[src/rtl/acc_alu.sv]
`default_nettype none
// ============================================================================
// Module   : acc_alu
// Purpose  : WIDTH-bit accumulator ALU with single-cycle ops and a shift-add MUL.
//            Define ACC_SAT_EN to saturate results instead of wrapping.
// Revision : 1.0 - initial release
// ============================================================================
module acc_alu #(
    parameter int               WIDTH     = 4,
    parameter logic [WIDTH-1:0] RESET_VAL = '0
) (
    input  logic             clk,
    input  logic             clear,
    input  logic             cmd_valid,
    input  logic [2:0]       op,
    input  logic             AB,
    input  logic [WIDTH-1:0] A,
    input  logic [WIDTH-1:0] B,
    output logic             ready,
    output logic             done,
    output logic [WIDTH-1:0] Z,
    output logic             carry,
    output logic             zero
);

    localparam int CNT_W = $clog2(WIDTH + 1);
    localparam logic [CNT_W-1:0] LAST_STEP = CNT_W'(WIDTH - 1);

`ifdef ACC_SAT_EN
    localparam bit SAT_EN = 1'b1;
`else
    localparam bit SAT_EN = 1'b0;
`endif

    localparam logic [2:0] OP_NOP  = 3'b000;
    localparam logic [2:0] OP_LOAD = 3'b001;
    localparam logic [2:0] OP_INC  = 3'b010;
    localparam logic [2:0] OP_DEC  = 3'b011;
    localparam logic [2:0] OP_ADD  = 3'b100;
    localparam logic [2:0] OP_SUB  = 3'b101;
    localparam logic [2:0] OP_MUL  = 3'b110;
    localparam logic [2:0] OP_CLR  = 3'b111;

    typedef enum logic [0:0] {
        S_IDLE = 1'b0,
        S_MUL  = 1'b1
    } state_t;

    state_t                 state_q, state_d;
    logic [WIDTH-1:0]       z_q, z_d;
    logic                   carry_q, carry_d;
    logic                   done_q, done_d;
    logic [WIDTH-1:0]       mcand_q, mcand_d;
    logic [WIDTH-1:0]       mplier_q, mplier_d;
    logic [2*WIDTH-1:0]     prod_q, prod_d;
    logic [CNT_W-1:0]       cnt_q, cnt_d;

    logic [WIDTH-1:0]       w_d;
    logic [WIDTH:0]         w_add, w_sub, w_inc;
    logic [2*WIDTH-1:0]     w_prod_next;
    logic                   w_mul_ovf;

    assign w_d   = AB ? B : A;
    assign w_add = {1'b0, z_q} + {1'b0, w_d};
    assign w_sub = {1'b0, z_q} - {1'b0, w_d};
    assign w_inc = {1'b0, z_q} + (WIDTH+1)'(1);

    // One multiplier bit per cycle; the multiplier register shifts right so bit 0 is current.
    assign w_prod_next = prod_q + (mplier_q[0] ? ({{WIDTH{1'b0}}, mcand_q} << cnt_q)
                                               : {2*WIDTH{1'b0}});
    assign w_mul_ovf   = |w_prod_next[2*WIDTH-1:WIDTH];

    function automatic logic [WIDTH-1:0] clamp(input logic [WIDTH-1:0] val,
                                               input logic             ovf,
                                               input logic [WIDTH-1:0] sat_val);
        return (SAT_EN && ovf) ? sat_val : val;
    endfunction

    always_comb begin
        state_d  = state_q;
        z_d      = z_q;
        carry_d  = carry_q;
        done_d   = 1'b0;
        mcand_d  = mcand_q;
        mplier_d = mplier_q;
        prod_d   = prod_q;
        cnt_d    = cnt_q;
        case (state_q)
            S_IDLE: begin
                if (cmd_valid) begin
                    done_d = 1'b1;
                    case (op)
                        OP_NOP:  ;
                        OP_LOAD: begin z_d = w_d; carry_d = 1'b0; end
                        OP_INC:  begin
                            carry_d = w_inc[WIDTH];
                            z_d     = clamp(w_inc[WIDTH-1:0], w_inc[WIDTH], '1);
                        end
                        OP_DEC:  begin
                            carry_d = (z_q == '0);
                            z_d     = clamp(z_q - WIDTH'(1), z_q == '0, '0);
                        end
                        OP_ADD:  begin
                            carry_d = w_add[WIDTH];
                            z_d     = clamp(w_add[WIDTH-1:0], w_add[WIDTH], '1);
                        end
                        OP_SUB:  begin
                            carry_d = w_sub[WIDTH];
                            z_d     = clamp(w_sub[WIDTH-1:0], w_sub[WIDTH], '0);
                        end
                        OP_MUL:  begin
                            state_d  = S_MUL;
                            mcand_d  = z_q;
                            mplier_d = w_d;
                            prod_d   = '0;
                            cnt_d    = '0;
                            done_d   = 1'b0;
                        end
                        OP_CLR:  begin z_d = RESET_VAL; carry_d = 1'b0; end
                        default: ;
                    endcase
                end
            end
            S_MUL: begin
                prod_d   = w_prod_next;
                mplier_d = mplier_q >> 1;
                cnt_d    = cnt_q + CNT_W'(1);
                if (cnt_q == LAST_STEP) begin
                    z_d     = clamp(w_prod_next[WIDTH-1:0], w_mul_ovf, '1);
                    carry_d = w_mul_ovf;
                    done_d  = 1'b1;
                    state_d = S_IDLE;
                end
            end
            default: state_d = S_IDLE;
        endcase
    end

    always_ff @(posedge clk) begin
        if (clear) begin
            state_q  <= S_IDLE;
            z_q      <= RESET_VAL;
            carry_q  <= 1'b0;
            done_q   <= 1'b0;
            mcand_q  <= '0;
            mplier_q <= '0;
            prod_q   <= '0;
            cnt_q    <= '0;
        end else begin
            state_q  <= state_d;
            z_q      <= z_d;
            carry_q  <= carry_d;
            done_q   <= done_d;
            mcand_q  <= mcand_d;
            mplier_q <= mplier_d;
            prod_q   <= prod_d;
            cnt_q    <= cnt_d;
        end
    end

    assign ready = (state_q == S_IDLE);
    assign done  = done_q;
    assign Z     = z_q;
    assign carry = carry_q;
    assign zero  = (z_q == '0);

endmodule
`default_nettype wire

[config.mk]
export PLATFORM = sky130hd
export DESIGN_NAME = acc_alu
export DESIGN_NICKNAME = d
export VERILOG_FILES = /design/src/rtl/acc_alu.sv
export SDC_FILE = /design/constraint.sdc
export NUM_CORES = 1
export LEC_CHECK = 0
export ABC_AREA = 1
export BUFFER_PORTS_ARGS = -buffer_cell sky130_fd_sc_hd__buf_4
export CORE_AREA = 10 10 72 74
export CTS_CLUSTER_DIAMETER = 200
export DETAILED_ROUTE_END_ITERATION = 10
export DIE_AREA = 0 0 82 84
export HOLD_SLACK_MARGIN = 0.12
export PLACE_DENSITY = 0.75
export SETUP_SLACK_MARGIN = 0.1
export SYNTH_ARGS = -nofsm -noshare
export SYNTH_HDL_FRONTEND = slang
export SYNTH_SLANG_ARGS = --single-unit
[constraint.sdc]
create_clock -name clk -period 3.1 [get_ports clk]
set_input_delay 0 -clock clk [delete_from_list [all_inputs] [get_ports clk]]
set_output_delay 0 -clock clk [all_outputs]
set_load 0.005 [all_outputs]
==> results of run 1 <==
[metrics by stage]
stage                     worst slack [ns]  cells  power [mW]  utilization (%)  instance area, sq um
after floorplan                      0.980    340       0.510                -                  2160
after global placement               0.790    408       0.580             61.4                  2370
after detailed placement             0.764    408       0.584             61.4                  2370
after CTS                            0.732    414       0.871             63.8                  2460
after global routing                 0.359    414       0.914             63.8                  2460
final                                0.706    414       0.865             63.8                  2460
[cells by family (layout without fill, tap and decap cells)]
family,count (synthesis),count (layout)
XOR/XNOR,3,3
buffers and inverters,66,90
flip-flops,26,26
AND/OR/NAND/NOR,157,157
adder cells (fa/ha/maj),22,22
multiplexers,1,1
AO/OA/AOI/OAI,65,65
[power groups by stage]
stage | sequential [mW] | combinational (mW) | clock (mW)
2_1_floorplan | 0.368 | 0.142 | 0
3_5_place_dp | 0.374 | 0.210 | 0
3_3_place_gp | 0.374 | 0.206 | 0
5_1_grt | 0.369 | 0.244 | 0.302
4_1_cts | 0.367 | 0.213 | 0.291
6_report | 0.367 | 0.212 | 0.286
[final cells by class]
| class | count | share of cell area [%] |
|---|---|---|
| clock inverters | 1 | 1.22 |
| inverters | 60 | 9.16 |
| repair buffers | 26 | 8.14 |
| multi-input cells | 248 | 56.1 |
| flip-flops and latches | 26 | 21.2 |
| well taps | 50 | 2.54 |
| clock buffers | 3 | 1.68 |
[worst max path at each step]
stage	slack, ns	from	endpoint
global placement	0.79	cnt_q[0]	carry
CTS	0.73	cnt_q[0]	carry
global route	0.36	cnt_q[0]	carry
finish	0.71	cnt_q[0]	carry
floorplan	0.98	cnt_q[0]	carry
detailed placement	0.76	cnt_q[0]	carry
[flip-flops by register name, indices dropped and copies added, names as in the netlist]
signal	cells
mcand_q	4
carry	1
done	1
Z	4
prod_q	8
state_q	1
cnt_q	3
mplier_q	4
[worst max-delay path, delay by kind of cell (launching register included)]
family | cells | cell delay, ns
buf+inv | 4 | 0.28
simple gates | 13 | 1.11
fa+ha+maj | 1 | 0.41
flops | 1 | 0.52
[cells in the final DEF, fill, tap and decap left out, types with 2 or more instances in the layout]
master | netlist | final
clkbuf_8 | 0 | 3
inv_1 | 55 | 55
a211oi_1 | 2 | 2
nor2_1 | 33 | 33
dlygate4sd3_1 | 0 | 2
fa_1 | 3 | 3
nand2_2 | 2 | 2
dfxtp_1 | 26 | 26
nor2_2 | 2 | 2
xor2_1 | 2 | 2
inv_2 | 5 | 5
a31oi_1 | 4 | 4
o211ai_1 | 2 | 2
ha_1 | 19 | 19
nand4_1 | 6 | 6
a21oi_1 | 28 | 28
nor3_1 | 5 | 5
buf_4 | 1 | 24
o21ai_0 | 21 | 21
nand3_1 | 26 | 26
nand2_1 | 76 | 76
nand3b_1 | 2 | 2
o22ai_1 | 4 | 4
[per-layer routing]
metal  up-vias  routed length (microns)  track usage (%)
met4         0                       12             2.32
met2        66                     2570             27.6
met5         -                        0                0
met3         2                      400             3.56
met1       993                     2600             22.9
li1       1155                        -                -
==> results.sh, run 1 <==
export IMPL_outcome="finished, final reports clean"
export IMPL_intPower_mw=0.607
export IMPL_hold_slack_ns=0.149
export IMPL_num_nets_final=402
export IMPL_synthTopCellsByCount="nand2_1 (76), inv_1 (55), nor2_1 (33), a21oi_1 (28)"
export IMPL_gr_total_overflow=0
export IMPL_path_class="register to register"
export IMPL_synth_top_family_by_area="simple AND/OR/NAND/NOR gates"
export IMPL_setup_viol=0
export IMPL_synth_fp_nets=377
export IMPL_regArea_sq_um=520
export IMPL_die_h_microns=84
export IMPL_maxCapViolCount=0
export IMPL_hold_end="Z[2]"
export IMPL_switching_share_pct=29.8
export IMPL_ys_flop_type="dfxtp_1"
export IMPL_synth_cell_type_count=35
export IMPL_p_leak_nw=1.19
export IMPL_grt_use_total_pct=17.1
export IMPL_share_seq_of_total_power_pct=42.4
export IMPL_critPathArrivalTime_ns=2.57
export IMPL_hpwl_mm=4.34
export IMPL_tritoncts="yes"
export IMPL_post_route_period_util_pct=77.2
export IMPL_clock_fmax_ghz=0.418
export IMPL_ys_seq_area_share_pct=24.1
export IMPL_synth_area_leaders="dfxtp_1 (24%), nand2_1 (13%), ha_1 (11%)"
export IMPL_synthMuxAreaShare_pct=0.521
export IMPL_finalMaxSlewViolations=0
export IMPL_numCtsBuffers=3
export IMPL_syn_area_sq_um=2160
export IMPL_first_pass_iters=4
export IMPL_fin_crit_ns=2.39
export IMPL_grt_antenna_before_repair=0
export IMPL_synth_xor_area_share_pct=1.22
export IMPL_worstSkewPairLatency_ns=0.27
export IMPL_p_switching_mw=0.258
export IMPL_drcViolationCount=0
export IMPL_core_area_sq_um=3860
export IMPL_hold_depth=4
export IMPL_ant_nets=0
export IMPL_r2r_worst_path_cells=18
export IMPL_worst_clock_skew_ns=0.00549
export IMPL_drtIter0Drc=160
export IMPL_max_stage_delay_ns=0.52
export IMPL_cp_start_kind="register"
export IMPL_slew_headroom_pct=69.2
export IMPL_ctsHoldBuffers=2
export IMPL_synth_adder_area_share_pct=13.8
export IMPL_n_fill_cell=378
export IMPL_routed_wl_mm=5.58
export IMPL_grt_pass1_wl_mm=9.88
export IMPL_post_cts_buffers=0
export IMPL_yosysWarnings=0
export IMPL_hold_start="op[0]"
export IMPL_synth_compound_area_share_pct=16.4
export IMPL_port_buffers=22
export IMPL_dieArea_sq_um=6890
export IMPL_area_growth_synth_to_final_pct=13.8
export IMPL_cts_root_buffer="clkbuf_8"
export IMPL_gp_congestion=0.946
export IMPL_synth_area_per_cell_sq_um=6.36
export IMPL_worst_ir_drop_vdd_v=0.000419
export IMPL_synth_seq_cells=26
export IMPL_hold_violations=0
export IMPL_critical_path_cell_chain="nand2_1 > nand2_1 > nand2_1 > nor2_1 > inv_1 > fa_1 > inv_1 > nand3_1 > nand2_1 > nand2_1 > nand3_1 > nand2_1 > inv_2 > nand2_1 > nor2_1 > nand3_1 > nand2_1 > inv_1"
export IMPL_async_reset_ff_share_pct=0
export IMPL_crit_top_cell="nand2_1"
export IMPL_path_clk_slew_ns=0.10
export IMPL_worstMarginPinSlew_ns=0.462
export IMPL_vias=2216
export IMPL_synth_most_common_cell="nand2_1"
export IMPL_initial_core_util_pct=56.0
export IMPL_clkPwrFrac_pct=33.0
export IMPL_cts_buffer_depth=2
export IMPL_multi_input_area_sq_um=1380
export IMPL_layout_drive_gt1_share_pct=11.5
export IMPL_wl_per_cell_microns=13.5
export IMPL_r2r_start="cnt_q[0]"
export IMPL_grt_setup_unrepaired="no"
export IMPL_worstReg2RegEnd="carry"
export IMPL_antenna_cells=0
export IMPL_cp_slowest_cell="dfxtp_1"
export IMPL_grt_max_degree=16
export IMPL_ctsHtreeMaxLevel=1
export IMPL_worstPathRequired_ns=3.28
export IMPL_die_w_microns=82
export IMPL_cp_end_kind="register"
export IMPL_grt_pass1_vias=2211
export IMPL_r2r_slack_ns=0.71
export IMPL_yosys_area_share_simple_pct=31.9
export IMPL_rows=23
export IMPL_cts_sinks=26
export IMPL_synth_edff_count=0
export IMPL_synthesis_instances=340
export IMPL_ios=23
export IMPL_powerDensity_nw_per_um2=352
export IMPL_synth_top_area_share_pct=24.1
export IMPL_cts_resized=0
export IMPL_combPwrFrac_pct=24.6
export IMPL_viasPerCell=5.35
export IMPL_synth_top_area_cell="dfxtp_1"
export IMPL_holdCritPathClass="input port to register"
export IMPL_tns_ns=0
export IMPL_worst_path_max_fanout=11
(Power assumes the default switching activity.)
==> run 2: changes to the inputs <==
==> constraint.sdc (replaced) <==
create_clock -name clk -period 2.4 [get_ports clk]
set_input_delay 0 -clock clk [delete_from_list [all_inputs] [get_ports clk]]
set_output_delay 0 -clock clk [all_outputs]
set_load 0.005 [all_outputs]
==> results.sh, run 2 (synthesis results as in run 1) <==
export IMPL_outcome="finished, final reports clean"
export IMPL_tns_ns=0
export IMPL_port_buffers=22
export IMPL_num_nets_final=412
export IMPL_antenna_cells=0
export IMPL_tritoncts="yes"
export IMPL_worstMarginPinSlew_ns=0.491
export IMPL_p_leak_nw=1.24
export IMPL_n_fill_cell=369
export IMPL_layout_commonest_cell="nand2_1"
export IMPL_ant_nets=0
export IMPL_share_seq_of_total_power_pct=41.3
export IMPL_grt_antenna_before_repair=0
export IMPL_fin_util_pct=66.6
export IMPL_critPathBufInv=5
export IMPL_hold_violations=0
export IMPL_die_h_microns=84
export IMPL_r2r_worst_path_cells=18
export IMPL_grt_pass1_wl_mm=10.3
export IMPL_clock_fmax_ghz=0.452
export IMPL_drcViolationCount=0
export IMPL_hold_start="AB"
export IMPL_clkPwrFrac_pct=32.7
export IMPL_vias=2373
export IMPL_path_clk_slew_ns=0.10
export IMPL_mostFrequentLayoutCells="nand2_1 (76), inv_1 (53), nor2_1 (32)"
export IMPL_critPathTopFamily="simple AND/OR/NAND/NOR gates"
export IMPL_cts_buffer_depth=2
export IMPL_largest_register_ffs=8
export IMPL_r2r_slack_ns=0.19
export IMPL_routed_wl_mm=6.07
export IMPL_cts_sinks=26
export IMPL_die_w_microns=82
export IMPL_slew_headroom_pct=67.2
export IMPL_grt_pass1_vias=2294
export IMPL_setup_ws_ns=0.187
export IMPL_hpwl_mm=4.52
export IMPL_max_stage_delay_ns=0.36
export IMPL_rows=23
export IMPL_numCtsBuffers=3
export IMPL_core_area_sq_um=3860
export IMPL_dpl_worst_slack_ns=0.0407
export IMPL_r2r_start="cnt_q[2]"
export IMPL_finalMaxSlewViolations=0
export IMPL_ios=23
export IMPL_initial_core_util_pct=56.0
export IMPL_p_switching_mw=0.338
export IMPL_gr_total_overflow=0
export IMPL_cp_end_kind="register"
export IMPL_critPathArrivalTime_ns=2.39
export IMPL_worst_ir_drop_vdd_v=0.000389
export IMPL_worstPathRequired_ns=2.58
export IMPL_intPower_mw=0.793
export IMPL_area_growth_synth_to_final_pct=18.8
export IMPL_worst_path_max_fanout=5
export IMPL_gp_congestion=0.943
export IMPL_worstSkewPairLatency_ns=0.28
export IMPL_layout_drive_gt1_share_pct=16.8
export IMPL_critical_path_cell_chain="nor2_1 > inv_1 > nor2_1 > ha_2 > inv_1 > fa_2 > inv_2 > nand3_2 > nand2_1 > nand2_1 > nand3_1 > nand2_1 > inv_2 > nand2_1 > nor2_1 > nand3_1 > nand2_1 > inv_1"
export IMPL_placed_cells=410
export IMPL_dieArea_sq_um=6890
export IMPL_ctsHtreeMaxLevel=1
export IMPL_viasPerCell=5.60
export IMPL_wl_per_cell_microns=14.3
export IMPL_cp_slowest_cell="dfxtp_1"
export IMPL_first_pass_iters=5
export IMPL_hold_slack_ns=0.181
export IMPL_holdCritPathClass="input port to register"
export IMPL_grt_max_degree=16
export IMPL_post_route_period_util_pct=92.2
export IMPL_worstReg2RegEnd="carry"
export IMPL_powerDensity_nw_per_um2=441
export IMPL_fin_crit_ns=2.21
export IMPL_cp_start_kind="register"
export IMPL_regMostFlops="prod_q"
export IMPL_setup_viol=0
export IMPL_path_class="register to register"
export IMPL_worst_clock_skew_ns=0.00742
export IMPL_switching_share_pct=29.9
export IMPL_crit_top_cell="nand2_1"
export IMPL_hold_end="mplier_q[2]"
export IMPL_drtIter0Drc=256
export IMPL_grt_setup_unrepaired="yes"
export IMPL_maxCapViolCount=0
export IMPL_final_cells=424
export IMPL_cts_root_buffer="clkbuf_8"
export IMPL_hold_depth=4
export IMPL_combPwrFrac_pct=26.0
export IMPL_grt_use_total_pct=18.0
-- run 2: worst max path at each step --
stage	cells after the start	endpoint	start	slack (ns)
2_1_floorplan	19	carry	cnt_q[0]	0.28
3_3_place_gp	18	carry	cnt_q[0]	0.09
3_5_place_dp	18	carry	cnt_q[0]	0.04
4_1_cts	19	carry	mplier_q[0]	0.11
5_1_grt	15	carry	cnt_q[1]	-0.04
6_report	18	carry	cnt_q[2]	0.19
-- run 2: layer usage --
metal | GRT usage [%] | wire [microns] | vias to the layer above
met5 | 0 | 0 | -
li1 | - | - | 1173
met2 | 28.6 | 2810 | 125
met1 | 24.5 | 2700 | 1061
met3 | 3.34 | 451 | 14
met4 | 2.94 | 112 | 0
-- run 2: tightest hold or removal path, cell delays in order --
cell and delay (ns):
buf_4 0.11, nand2_1 0.05, o21ai_0 0.15, a211oi_1 0.10
-- run 2: area by class of cell --
| type | count | area [sq um] | share of cell area, % |
|---|---|---|---|
| well taps | 50 | 62.6 | 2.44 |
| repair buffers | 36 | 278 | 10.8 |
| clock inverters | 1 | 30.0 | 1.17 |
| multi-input cells | 248 | 1400 | 54.6 |
| flip-flops and latches | 26 | 528 | 20.6 |
| inverters | 60 | 225 | 8.77 |
| clock buffers | 3 | 41.3 | 1.61 |
-- run 2: repair_timing --
item | 4_1_cts | 5_1_grt
gates resized for setup | 5 | 10
hold buffers | 4 | 0
hold endpoints to repair | 16 | 0
pin swaps | 1 | 3
setup buffers | 2 | 4
endpoints found under the setup margin | 1 | 6
-- run 2: power by group through the flow --
stage	Sequential (mW)	Combinational [mW]	Clock (mW)
after floorplan	0.475	0.184	0
after global placement	0.477	0.277	0
after detailed placement	0.477	0.282	0
after CTS	0.467	0.290	0.375
after global routing	0.470	0.335	0.393
final	0.467	0.294	0.369
-- run 2: through the flow --
step	instance area (sq um)	power, mW
3_3_place_gp	2380	0.754
5_1_grt	2570	1.20
4_1_cts	2510	1.13
2_1_floorplan	2160	0.658
3_5_place_dp	2380	0.759
6_report	2570	1.13
==> run 3: changes to the inputs <==
--- a/config.mk
+++ b/config.mk
@@ -6,13 +6,13 @@
 export NUM_CORES = 1
 export LEC_CHECK = 0
 export ABC_AREA = 1
-export BUFFER_PORTS_ARGS = -buffer_cell sky130_fd_sc_hd__buf_4
 export CORE_AREA = 10 10 72 74
 export CTS_CLUSTER_DIAMETER = 200
 export DETAILED_ROUTE_END_ITERATION = 10
 export DIE_AREA = 0 0 82 84
+export DONT_BUFFER_PORTS = 1
 export HOLD_SLACK_MARGIN = 0.12
-export PLACE_DENSITY = 0.75
+export PLACE_DENSITY = 0.7
 export SETUP_SLACK_MARGIN = 0.1
 export SYNTH_ARGS = -nofsm -noshare
 export SYNTH_HDL_FRONTEND = slang
==> results.sh, run 3 (synthesis results as in run 1) <==
export IMPL_grt_max_degree=16
export IMPL_ios=23
export IMPL_dieArea_sq_um=6890
export IMPL_slew_headroom_pct=61.0
export IMPL_p_leak_nw=1.15
export IMPL_holdCritPathClass="input port to register"
export IMPL_placed_cells=389
export IMPL_gp_congestion=0.913
export IMPL_setup_ws_ns=0.232
export IMPL_fin_util_pct=65.2
export IMPL_rows=23
export IMPL_worstPathRequired_ns=2.58
export IMPL_antenna_cells=0
export IMPL_switching_share_pct=32.7
export IMPL_regMostFlops="prod_q"
export IMPL_final_cells=410
export IMPL_worst_path_max_fanout=7
export IMPL_finalMaxSlewViolations=0
export IMPL_dpl_worst_slack_ns=0.0747
export IMPL_combPwrFrac_pct=25.9
export IMPL_die_h_microns=84
export IMPL_hpwl_mm=4.35
export IMPL_grt_setup_unrepaired="no"
export IMPL_final_area_sq_um=2510
export IMPL_area_growth_synth_to_final_pct=16.3
export IMPL_first_pass_iters=5
export IMPL_ctsHtreeMaxLevel=1
export IMPL_drcViolationCount=0
export IMPL_worst_ir_drop_vdd_v=0.000508
export IMPL_largest_register_ffs=8
export IMPL_r2r_worst_path_cells=12
export IMPL_grt_use_total_pct=17.1
export IMPL_wl_per_cell_microns=14.9
export IMPL_worst_clock_skew_ns=0.00525
export IMPL_cp_end_kind="register"
export IMPL_p_switching_mw=0.339
export IMPL_postPlaceCellArea_sq_um=2230
export IMPL_grt_pass1_vias=2092
export IMPL_n_fill_cell=362
export IMPL_layout_drive_gt1_share_pct=16.4
export IMPL_core_area_sq_um=3860
export IMPL_setup_viol=0
export IMPL_cts_root_buffer="clkbuf_8"
export IMPL_multi_input_area_sq_um=1460
export IMPL_vias=2311
export IMPL_clock_fmax_ghz=0.461
export IMPL_hold_violations=0
export IMPL_routed_wl_mm=6.13
export IMPL_hold_depth=4
export IMPL_path_clk_slew_ns=0.10
export IMPL_mostFrequentLayoutCells="nand2_1 (73), inv_1 (49), nor2_1 (29)"
export IMPL_tritoncts="yes"
export IMPL_num_nets_final=398
export IMPL_powerDensity_nw_per_um2=412
export IMPL_cp_start_kind="register"
export IMPL_cts_buffer_depth=2
export IMPL_gr_total_overflow=0
export IMPL_worstSkewPairLatency_ns=0.28
export IMPL_fin_crit_ns=2.17
export IMPL_outcome="finished, final reports clean"
export IMPL_layout_commonest_cell="nand2_1"
export IMPL_clkPwrFrac_pct=28.7
export IMPL_drtIter0Drc=248
export IMPL_path_class="register to register"
export IMPL_share_seq_of_total_power_pct=45.5
export IMPL_grt_antenna_before_repair=0
export IMPL_tns_ns=0
export IMPL_grt_pass1_wl_mm=9.69
export IMPL_regArea_sq_um=529
export IMPL_numCtsBuffers=3
export IMPL_ant_nets=0
export IMPL_cts_sinks=26
export IMPL_post_route_period_util_pct=90.3
export IMPL_intPower_mw=0.697
export IMPL_die_w_microns=82
export IMPL_critPathArrivalTime_ns=2.35
export IMPL_initial_core_util_pct=56.0
export IMPL_worstMarginPinSlew_ns=0.583
export IMPL_maxCapViolCount=0
export IMPL_port_buffers=0
export IMPL_viasPerCell=5.64
-- run 3: path summary, 6_finish.rpt --
kind | start | slack, ns | to
hold / removal | op[1] | 0.13 | Z[3]
setup reg to reg | cnt_q[0] | 0.23 | Z[3]
setup / recovery | cnt_q[0] | 0.23 | Z[3]
hold reg to reg | mplier_q[3] | 0.47 | mplier_q[3]
-- run 3: power groups by stage --
stage / Clock, mW / Combinational (mW) / Sequential [mW]
final: 0.297 / 0.268 / 0.471
after global routing: 0.313 / 0.301 / 0.473
after CTS: 0.293 / 0.255 / 0.471
after detailed placement: 0 / 0.237 / 0.480
after global placement: 0 / 0.235 / 0.480
after floorplan: 0 / 0.184 / 0.475
-- run 3: final cells by class --
cell class	count	share of cell area [%]
multi-input combinational	248	57.9
sequential	26	21.1
inverter	60	8.96
timing repair buffer	22	7.37
tap	50	2.49
clock buffer	4	2.19
-- run 3: stage by stage --
stage / power, mW / hold WS [ns]
after floorplan: 0.658 / 0.0691
after global routing: 1.09 / 0.179
after global placement: 0.715 / 0.0711
final: 1.04 / 0.134
after CTS: 1.02 / 0.133
after detailed placement: 0.717 / 0.0743
-- run 3: critical path, cell delays in order (launching register included) --
cell and delay (ns):
dfxtp_4 0.41, nand2_1 0.08, o21ai_2 0.06, nand2_1 0.06, o21ai_0 0.10, nor2_1 0.08, ha_1 0.40, nand2_1 0.14
nand3_1 0.16, o21ai_0 0.28, nand2_1 0.11, a21oi_1 0.13, nor2_1 0.05
-- run 3: repair_timing --
action,CTS,global route
setup buffers,0,8
gates resized for setup,4,28
pin swaps,0,7
hold buffers,9,0
hold endpoints to repair,26,0
endpoints found under the setup margin,1,6
-- run 3: layer usage --
layer	part of all wire, %	GRT usage (%)	vias to the layer above
li1	-	-	1151
met1	45	23.8	1042
met2	46	25.3	110
met3	8.5	4.53	8
met4	1.2	3.56	0
met5	0	0	-
